### config.mk
export PLATFORM = sky130hd
export DESIGN_NAME = truth_table_sweeper_flat
export DESIGN_NICKNAME = d
export VERILOG_FILES = /design/src/rtl/truth_table_sweeper_if.sv /design/src/rtl/truth_table_sweeper.sv /design/src/flat_wrapper.sv
export SDC_FILE = /design/constraint.sdc
export NUM_CORES = 1
export LEC_CHECK = 0
export CAP_MARGIN = 10
export CORE_MARGIN = 10
export CORE_UTILIZATION = 47
export CTS_CLUSTER_DIAMETER = 150
export DETAILED_ROUTE_END_ITERATION = 10
export PLACE_DENSITY = 0.84
export SLEW_MARGIN = 10
export SYNTH_ARGS = -nofsm -noshare
export SYNTH_HDL_FRONTEND = slang
export SYNTH_SLANG_ARGS = --single-unit
### constraint.sdc
create_clock -name clk -period 1.75 [get_ports clk]
set_input_delay 0.35 -clock clk [delete_from_list [all_inputs] [get_ports clk]]
set_output_delay 0.35 -clock clk [all_outputs]
set_load 0.005 [all_outputs]
### src/rtl/truth_table_sweeper_if.sv
// Bundle between the truth-table sweeper and its controller / unit under test.
// No storage here; the sweeper drives the UUT inputs and the status/result fields.
// No backpressure: start is a request sampled only while the sweeper is idle.
interface truth_table_sweeper_if;
  logic       start;
  logic [7:0] expected;
  logic       uut_y;
  logic       uut_a;
  logic       uut_b;
  logic       uut_c;
  logic       busy;
  logic       done;
  logic [7:0] table_out;
  logic       match;
`ifdef SWEEP_MISMATCH_EN
  logic [3:0] mismatch_cnt;
  logic [2:0] first_bad;
  logic       first_bad_valid;

  modport master (
    output start, expected, uut_y,
    input  uut_a, uut_b, uut_c, busy, done, table_out, match,
    input  mismatch_cnt, first_bad, first_bad_valid
  );

  modport slave (
    input  start, expected, uut_y,
    output uut_a, uut_b, uut_c, busy, done, table_out, match,
    output mismatch_cnt, first_bad, first_bad_valid
  );
`else
  modport master (
    output start, expected, uut_y,
    input  uut_a, uut_b, uut_c, busy, done, table_out, match
  );

  modport slave (
    input  start, expected, uut_y,
    output uut_a, uut_b, uut_c, busy, done, table_out, match
  );
`endif
endinterface

### src/rtl/truth_table_sweeper.sv
// Applies vectors 000..111 to a 3-in/1-out UUT, captures Y into an 8-bit table, compares to expected.
// Latency: accepted start at edge 0 -> 8*SETTLE_CYCLES DRIVE cycles, done sampled high at edge 8*SETTLE_CYCLES+1.
// No backpressure: start is dropped (not queued) while busy or in DONE. Optional SWEEP_MISMATCH_EN adds mismatch stats.
module truth_table_sweeper #(
  parameter int SETTLE_CYCLES = 2,
  parameter int CNT_W         = 4
) (
  input logic                  clk,
  input logic                  rst_n,
  truth_table_sweeper_if.slave sw
);

  typedef enum logic [1:0] {
    S_IDLE  = 2'd0,
    S_DRIVE = 2'd1,
    S_DONE  = 2'd2
  } state_t;

  state_t           state_q, state_d;
  logic [2:0]       vec_q, vec_d;
  logic [CNT_W-1:0] cnt_q, cnt_d;
  logic [7:0]       tbl_q, tbl_d;
  logic [7:0]       exp_q, exp_d;
  logic             match_q, match_d;
  logic [7:0]       cap_tbl;
  logic             accept;
  logic             settle_hit;
  logic             finish;

  assign accept     = (state_q == S_IDLE) && sw.start;
  assign settle_hit = (state_q == S_DRIVE) && (cnt_q == CNT_W'(SETTLE_CYCLES - 1));
  assign finish     = settle_hit && (vec_q == 3'd7);

  // Table as it will look once the current vector's Y is written in.
  always_comb begin
    cap_tbl        = tbl_q;
    cap_tbl[vec_q] = sw.uut_y;
  end

  // State register.
  always_ff @(posedge clk) begin
    if (!rst_n) state_q <= S_IDLE;
    else        state_q <= state_d;
  end

  // Next-state and datapath next values; every field defaults to hold.
  always_comb begin
    state_d = state_q;
    vec_d   = vec_q;
    cnt_d   = cnt_q;
    tbl_d   = tbl_q;
    exp_d   = exp_q;
    match_d = match_q;
    case (state_q)
      S_IDLE: begin
        if (sw.start) begin
          exp_d   = sw.expected;
          vec_d   = 3'd0;
          cnt_d   = '0;
          tbl_d   = 8'h00;
          match_d = 1'b0;
          state_d = S_DRIVE;
        end
      end
      S_DRIVE: begin
        if (settle_hit) begin
          tbl_d = cap_tbl;
          cnt_d = '0;
          if (vec_q == 3'd7) begin
            match_d = (cap_tbl == exp_q);
            state_d = S_DONE;
          end else begin
            vec_d = vec_q + 3'd1;
          end
        end else begin
          cnt_d = cnt_q + CNT_W'(1);
        end
      end
      S_DONE: begin
        state_d = S_IDLE;
      end
      default: begin
        state_d = S_IDLE;
      end
    endcase
  end

  // Datapath registers; reset also discards any partial table.
  always_ff @(posedge clk) begin
    if (!rst_n) begin
      vec_q   <= 3'd0;
      cnt_q   <= '0;
      tbl_q   <= 8'h00;
      exp_q   <= 8'h00;
      match_q <= 1'b0;
    end else begin
      vec_q   <= vec_d;
      cnt_q   <= cnt_d;
      tbl_q   <= tbl_d;
      exp_q   <= exp_d;
      match_q <= match_d;
    end
  end

  // UUT inputs come straight from registers and read 000 outside DRIVE.
  assign sw.uut_a     = (state_q == S_DRIVE) & vec_q[2];
  assign sw.uut_b     = (state_q == S_DRIVE) & vec_q[1];
  assign sw.uut_c     = (state_q == S_DRIVE) & vec_q[0];
  assign sw.busy      = (state_q == S_DRIVE);
  assign sw.done      = (state_q == S_DONE);
  assign sw.table_out = tbl_q;
  assign sw.match     = match_q;

`ifdef SWEEP_MISMATCH_EN
  logic [7:0] diff;
  logic [3:0] pop;
  logic [2:0] low_bad;
  logic [3:0] mm_cnt_q;
  logic [2:0] fb_q;
  logic       fbv_q;

  // Popcount and lowest failing index of the final captured table.
  always_comb begin
    diff    = cap_tbl ^ exp_q;
    pop     = 4'd0;
    low_bad = 3'd0;
    for (int i = 0; i < 8; i++) begin
      pop = pop + 4'(diff[i]);
    end
    for (int i = 7; i >= 0; i--) begin
      if (diff[i]) low_bad = 3'(i);
    end
  end

  // Mismatch statistics: cleared on start, loaded as the sweep finishes.
  always_ff @(posedge clk) begin
    if (!rst_n || accept) begin
      mm_cnt_q <= 4'd0;
      fb_q     <= 3'd0;
      fbv_q    <= 1'b0;
    end else if (finish) begin
      mm_cnt_q <= pop;
      fb_q     <= low_bad;
      fbv_q    <= (diff != 8'h00);
    end
  end

  assign sw.mismatch_cnt    = mm_cnt_q;
  assign sw.first_bad       = fb_q;
  assign sw.first_bad_valid = fbv_q;
`endif

endmodule

### src/flat_wrapper.sv
// flat-port wrapper written by rule: the top's interface ports become plain ports
module truth_table_sweeper_flat 
#(
  parameter int SETTLE_CYCLES = 2,
  parameter int CNT_W         = 4
)
  (clk, rst_n, sw_start, sw_expected, sw_uut_y, sw_uut_a, sw_uut_b, sw_uut_c, sw_busy, sw_done, sw_table_out, sw_match);
  truth_table_sweeper_if sw_i ();
  input logic clk;
  input logic rst_n;
  input wire logic [$bits(sw_i.start)-1:0] sw_start;
  input wire logic [$bits(sw_i.expected)-1:0] sw_expected;
  input wire logic [$bits(sw_i.uut_y)-1:0] sw_uut_y;
  output wire logic [$bits(sw_i.uut_a)-1:0] sw_uut_a;
  output wire logic [$bits(sw_i.uut_b)-1:0] sw_uut_b;
  output wire logic [$bits(sw_i.uut_c)-1:0] sw_uut_c;
  output wire logic [$bits(sw_i.busy)-1:0] sw_busy;
  output wire logic [$bits(sw_i.done)-1:0] sw_done;
  output wire logic [$bits(sw_i.table_out)-1:0] sw_table_out;
  output wire logic [$bits(sw_i.match)-1:0] sw_match;
  assign sw_i.start = sw_start;
  assign sw_i.expected = sw_expected;
  assign sw_i.uut_y = sw_uut_y;
  assign sw_uut_a = sw_i.uut_a;
  assign sw_uut_b = sw_i.uut_b;
  assign sw_uut_c = sw_i.uut_c;
  assign sw_busy = sw_i.busy;
  assign sw_done = sw_i.done;
  assign sw_table_out = sw_i.table_out;
  assign sw_match = sw_i.match;
  truth_table_sweeper #(.SETTLE_CYCLES(SETTLE_CYCLES), .CNT_W(CNT_W)) u_core (.clk(clk), .rst_n(rst_n), .sw(sw_i));
endmodule
### Word level (Yosys, flattened, before mapping)

Cells that the tools add are included.

| word-level totals | value |
|---|---|
| register bits after elaboration | 26 |
| bits of input ports | 12 |
| output and inout bits | 14 |
| word-level logic and storage cells | 53 |

| cells by class | value |
|---|---|
| add/subtract/negate cells | 2 |
| magnitude comparators | 2 |
| eq/ne operators | 9 |
| mux-type cells | 21 |
| bitwise logic cells | 3 |
| reductions and logical operators | 10 |

Operators with widths:

| cell | count |
|---|---|
| $mux W8 | 2 |
| $pmux W8 S2 | 1 |
| $mux W3 | 3 |
| $bwmux W8 | 1 |
| $eq A8 B8 Y1 | 1 |
| $mux W4 | 2 |
| $pmux W4 S2 | 1 |
| $reduce_and A4 Y1 | 2 |
| $mux W2 | 3 |
| $pmux W3 S2 | 1 |
| $reduce_and A3 Y1 | 2 |
| $add A4 B1 Y4 const B | 1 |
| $eq A4 B1 Y1 const B | 1 |
| $lt A3 B4 Y1 const B | 1 |
| $mux W1 | 4 |
| $ne A2 B1 Y1 const B | 2 |
| $ne A2 B2 Y1 const B | 2 |
| $pmux W2 S2 | 1 |
| $reduce_and A2 Y1 | 2 |
| $add A3 B1 Y3 const B | 1 |
| $and A1 B1 Y1 | 3 |
| $demux W1 S3 | 1 |
| $eq A3 B3 Y1 const B | 1 |
| $ge A3 B1 Y1 const B | 1 |
| other kinds (6) | 7 |

### Longest topological paths before layout

| depth | value |
|---|---|
| word-level depth | 9 |
| mapped depth | 8 |
| depth with buffers taken out | 7 |

### Worst setup path after synthesis

OpenSTA, ideal clock, no wires.

| timing path | value |
|---|---|
| kind | register to register |
| start | reg u_core.vec_q[2] |
| end | reg u_core.match_q, in the netlist u_core.sw.match |
| library setup time | 0.084 ns |
| arrival time | 1.706 ns |
| data required time | 1.666 ns |
| path slack | -0.040 ns |
| stages on the path, launching flop included | 7 |
| buffers on the path | 1 |
| clock period less this slack | 1.790 ns |
| cell sequence | dfxtp_1 clkbuf_1 nor3b_1 mux2i_1 xnor2_1 a2111o_1 o31ai_2 |

| between the ends | value |
|---|---|
| cells in the longest elaborated chain, start to end | 9 |
| elaborated cells between the ends (all ways) | 13 |
| classes of those cells | order compare (2); eq/ne (3); mux (6); reduce/logical (2) |

Ends and longest elaborated chain:

| what | line | text |
|---|---|---|
| from (decl) | truth_table_sweeper.sv:20 | `logic [2:0] vec_q, vec_d;` |
| from (signal assigned) | truth_table_sweeper.sv:97 | `vec_q <= vec_d;` |
| $lt A3 B4 Y1 (not written as such) / $ge A3 B1 Y1 (equally long branches) | truth_table_sweeper.sv:37 | `cap_tbl[vec_q] = sw.uut_y;` |
| $logic_and A1 B1 Y1 (not written as such) | truth_table_sweeper.sv:37 |  |
| $mux W1 (not written as such) | truth_table_sweeper.sv:37 |  |
| $demux W1 S3 | - |  |
| $bwmux W8 | truth_table_sweeper.sv:37 |  |
| $eq A8 B8 Y1 | truth_table_sweeper.sv:70 | `match_d = (cap_tbl == exp_q);` |
| $mux W1 | truth_table_sweeper.sv:69 | `if (vec_q == 3'd7) begin` |
| $mux W1 | truth_table_sweeper.sv:66 | `if (settle_hit) begin` |
| $pmux W1 S2 | truth_table_sweeper.sv:54 | `case (state_q)` |
| to (signal assigned) | truth_table_sweeper.sv:101 | `match_q <= match_d;` |
| to (decl) | truth_table_sweeper.sv:24 | `logic match_q, match_d;` |

Several ways; a longest one is shown, not always the timed one. The select of a mux whose other input is x is not followed.
A chain may end at the register's enable or synchronous reset.

### Worst setup path in the final report

| timing path | value |
|---|---|
| start | reg u_core.vec_q[0] |
| end | reg u_core.match_q, in the netlist u_core.sw.match |

The elaborated chain is that of the path after synthesis.

==> impl_table.tex <==
\begin{tabular}{lr}
\hline
Metric & Value \\
\hline
\multicolumn{2}{l}{\textbf{Run status}} \\
\quad Run status & finished, final reports clean \\
\multicolumn{2}{l}{\textbf{STA}} \\
\quad RSZ-0062 raised after global routing & false \\
\quad Final Max Slew Viols & 0 \\
\quad Minimum clock period after layout & 1.69 ns \\
\quad Total count of hold-check failures in the final report & 0 \\
\quad Smallest setup slack after layout & 0.0577 ns \\
\quad Fmax & 591 MHz \\
\quad Transition at the pin with the smallest max-transition slack & 0.270 ns \\
\quad Worst slew margin & 0.820 \\
\quad Share of the clock period used by the worst path after layout & 0.967 \\
\quad Final setup violation count & 0 \\
\quad Final worst hold slack & 0.516 ns \\
\quad Clock skew after layout & 0.00305 ns \\
\multicolumn{2}{l}{\textbf{Yosys}} \\
\quad Number of nets produced by synthesis & 194 \\
\quad Post-synthesis cell type count & 39 \\
\quad Top FF cell, synth & sky130\_fd\_sc\_hd\_\_dfxtp\_1 \\
\quad Post-Synth Adder-Cell Area & 0.0334 \\
\quad Largest family of logic cells by synthesized area & simple AND/OR/NAND/NOR gates \\
\quad Basic-gate share of the synthesized area counting and, or, nand and nor cells & 0.271 \\
\quad Cells after synthesis & 178 \\
\quad Share of the synthesized netlist area taken by xor and xnor gates & 0.0350 \\
\quad Mean post-synth cell area & 8.43 µm² \\
\quad Cell area after technology mapping & 1500 µm² \\
\quad Multiplexer share of the synthesized area & 0.0734 \\
\quad Number of synthesized flops with an enable pin & 0 \\
\quad Synth Warn \# & 0 \\
\quad Sequential cell area fraction in the yosys report & 0.347 \\
\quad Number of flip-flops and latches in the synthesized netlist & 26 \\
\quad Proportion of synthesized flip-flops having asynchronous set or reset & 0 \\
\quad Area fraction in compound gates after synthesis & 0.194 \\
\multicolumn{2}{l}{\textbf{Setup path}} \\
\quad Cell with the most instances on the worst path & sky130\_fd\_sc\_hd\_\_nor2b\_1 \\
\quad Stage delay of the slowest cell on the critical path & 0.42 ns \\
\quad Peak fanout along the critical path & 8 \\
\quad Crit Path Class & reg2reg \\
\quad Number of buffer and inverter stages on the critical path & 0 \\
\quad Worst EP arrival & 1.97 ns \\
\quad Data required time at the worst endpoint & 2.02 ns \\
\quad Critical path capture point type & flop \\
\quad Cell family contributing the most delay on the critical path & compound AO/OA/AOI/OAI gates \\
\quad Slowest cell on the critical path & sky130\_fd\_sc\_hd\_\_dfxtp\_4 \\
\quad Critical Path Start Type & flop \\
\quad Worst path cell trace & nor2b\_1, nor2b\_1, o311a\_1, a2111o\_1, o31ai\_2 \\
\multicolumn{2}{l}{\textbf{Clocking}} \\
\quad CTS tree & done \\
\quad Skew-Pair Late Insertion Delay & 0.34 ns \\
\quad Hold\_buf cts & 0 \\
\quad Max Buffers Root-to-Sink & 2 \\
\quad H-tree depth & 1 \\
\quad TritonCTS Buffers & 3 \\
\quad Clock Tree Root & sky130\_fd\_sc\_hd\_\_clkbuf\_4 \\
\quad Clock sink count & 26 \\
\quad Clock edge transition at the registers on the reported setup and hold paths & 0.15 ns \\
\multicolumn{2}{l}{\textbf{Global route}} \\
\quad Antenna violations before repair & 0 \\
\quad Wire length of the first global-routing pass & 6010 µm \\
\quad Overflow after GRT & 0 \\
\quad Aggregate global-route resource usage & 0.122 \\
\quad Maximum number of pins on one net before global-route repair & 26 \\
\quad Number of global-route vias before repair & 1357 \\
\multicolumn{2}{l}{\textbf{Hold path}} \\
\quad Hold/Removal Path Class & reg2reg \\
\multicolumn{2}{l}{\textbf{Routing}} \\
\quad Number of DRC markers in iteration 0 & 89 \\
\quad Drc violations & 0 \\
\quad Via density & 5.30 \\
\quad DRT antenna net count & 0 \\
\quad Number of detailed-routing iterations run before antenna repair & 4 \\
\quad Wirelength per Cell & 13.8 µm \\
\quad Aggregate routed wire length & 3710 µm \\
\quad Total number of vias & 1427 \\
\multicolumn{2}{l}{\textbf{Finish}} \\
\quad Ratio of cells with drive above 1 in the final layout & 0.227 \\
\quad Most common library cell in the layout ignoring fill and taps & sky130\_fd\_sc\_hd\_\_buf\_4 \\
\quad Total non-filler cell area in the finished layout & 2050 µm² \\
\quad Final Net Count & 242 \\
\quad Most frequent cells in the layout & 27 x sky130\_fd\_sc\_hd\_\_buf\_4, 20 x sky130\_fd\_sc\_hd\_\_clkdlybuf4s50\_1, 20 x sky130\_fd\_sc\_hd\_\_dfxtp\_1 \\
\quad Finished Layout Cells & 269 \\
\quad Layout fillers & 257 \\
\quad Antenna cells & 0 \\
\quad Area growth from synthesis to layout & 36.9\% \\
\multicolumn{2}{l}{\textbf{Floorplan}} \\
\quad Top-level port count & 26 \\
\quad Core Box Area & 3050 µm² \\
\quad Number of core rows & 20 \\
\quad Die boundary height & 76.5 µm \\
\quad Effective utilization at floorplan & 0.491 \\
\quad Die Outline Area & 5850 µm² \\
\quad Die outline width & 76.5 µm \\
\multicolumn{2}{l}{\textbf{Place}} \\
\quad Dpl cells & 264 \\
\quad Port Buffer Count & 25 \\
\quad Worst setup slack after placement & -0.220 ns \\
\quad Cell area reported after detailed placement & 1960 µm² \\
\quad Detailed placer's ending HPWL & 2660 µm \\
\quad RePlAce Congestion & 0.823 \\
\multicolumn{2}{l}{\textbf{Power}} \\
\quad Peak supply drop & 617 µV \\
\quad Power density of the placed cells & 587 nW/µm² \\
\quad Reported leakage power & 0.837 nW \\
\multicolumn{2}{l}{\textbf{Job}} \\
\quad Max Cap Violations & 0 \\
\hline
\end{tabular}
## what timing repair did
item / 4_1_cts / 5_1_grt
endpoints found under the setup margin: 6 / 12
resized for setup: 14 / 10
setup buffers: 1 / 0
## routing by layer
metal	wire [µm]	vias to the layer above	global-route usage	share of wire
met2	1680	39	0.196	0.45
met5	0	-	0	0
li1	-	718	-	-
met1	1690	663	0.138	0.45
met4	91	0	0.0799	0.025
met3	254	7	0.0342	0.068
## sequential cells by signal, summed over array words and instances, names as in the netlist
signal / count
u_core.sw.match: 1
u_core.state_q: 2
u_core.vec_q: 3
u_core.sw.table_out: 8
u_core.exp_q: 8
u_core.cnt_q: 4
## cell type report
cell class	count	area (µm²)	share of cell area
timing repair buffer	52	447	0.217
clock buffer	4	36.3	0.0177
inverter	5	20.0	0.00974
sequential	26	538	0.262
tap	44	55.1	0.0268
multi-input combinational	138	958	0.467
## logic make-up after synthesis
kind of cell / count (synthesis)
multiplexers: 11
flip-flops: 26
AND/OR/NAND/NOR: 73
AO/OA/AOI/OAI: 44
buffers and inverters: 14
XOR/XNOR: 6
adder cells (fa/ha/maj): 4
## report_power, final
part           internal, mW  leakage, nW  switching [mW]
registers             0.610        0.215          0.0260
logic                 0.129        0.601           0.114
clock network         0.128       0.0210           0.199
## synthesized netlist by cell type (2+ instances only)
cell type	instances	area, µm²
sky130_fd_sc_hd__nand2_2	2	12.5
sky130_fd_sc_hd__mux2i_1	11	110
sky130_fd_sc_hd__nor3b_1	7	52.6
sky130_fd_sc_hd__o21ai_0	12	60.1
sky130_fd_sc_hd__clkbuf_1	6	22.5
sky130_fd_sc_hd__a21boi_0	13	97.6
sky130_fd_sc_hd__inv_1	4	15.0
sky130_fd_sc_hd__nand2_1	12	45.0
sky130_fd_sc_hd__ha_1	4	50.1
sky130_fd_sc_hd__a21oi_1	10	50.1
sky130_fd_sc_hd__nand3_1	6	30.0
sky130_fd_sc_hd__buf_6	2	22.5
sky130_fd_sc_hd__dfxtp_1	26	521
sky130_fd_sc_hd__nand2b_1	2	12.5
sky130_fd_sc_hd__and2_1	4	25.0
sky130_fd_sc_hd__a311oi_1	2	17.5
sky130_fd_sc_hd__xnor2_1	4	35.0
sky130_fd_sc_hd__xor2_1	2	17.5
sky130_fd_sc_hd__nor2b_1	15	93.8
sky130_fd_sc_hd__nor2_1	15	56.3
## worst paths after layout
| path | start | endpoint | slack (ns) | depth (start not counted) |
|---|---|---|---|---|
| setup / recovery | u_core.vec_q[0]$_SDFFE_PN0P_ | u_core.sw.match$_SDFFE_PN0P_ | 0.06 | 5 |
| hold / removal | u_core.sw.table_out[0]$_SDFFE_PN0P_ | u_core.sw.table_out[0]$_SDFFE_PN0P_ | 0.52 | 2 |
| setup reg to reg | u_core.vec_q[0]$_SDFFE_PN0P_ | u_core.sw.match$_SDFFE_PN0P_ | 0.06 | 5 |
| hold reg to reg | u_core.sw.table_out[0]$_SDFFE_PN0P_ | u_core.sw.table_out[0]$_SDFFE_PN0P_ | 0.52 | 2 |
## metrics by stage
step | TNS (ns) | power [mW] | utilization
6_report | 0 | 1.21 | 0.673
5_1_grt | 0 | 1.26 | 0.673
4_1_cts | 0 | 1.20 | 0.660
3_5_place_dp | -0.220 | 0.886 | 0.642
3_3_place_gp | -0.184 | 0.880 | 0.642
2_1_floorplan | 0 | 0.777 | -
## worst register-to-register path, delay by kind of cell (launching register included)
| kind | cells | cell delay, ns |
|---|---|---|
| AO/OA/AOI/OAI | 3 | 0.92 |
| flip-flops | 1 | 0.42 |
| AND/OR/NAND/NOR | 2 | 0.29 |
(Power assumes the default switching activity.)
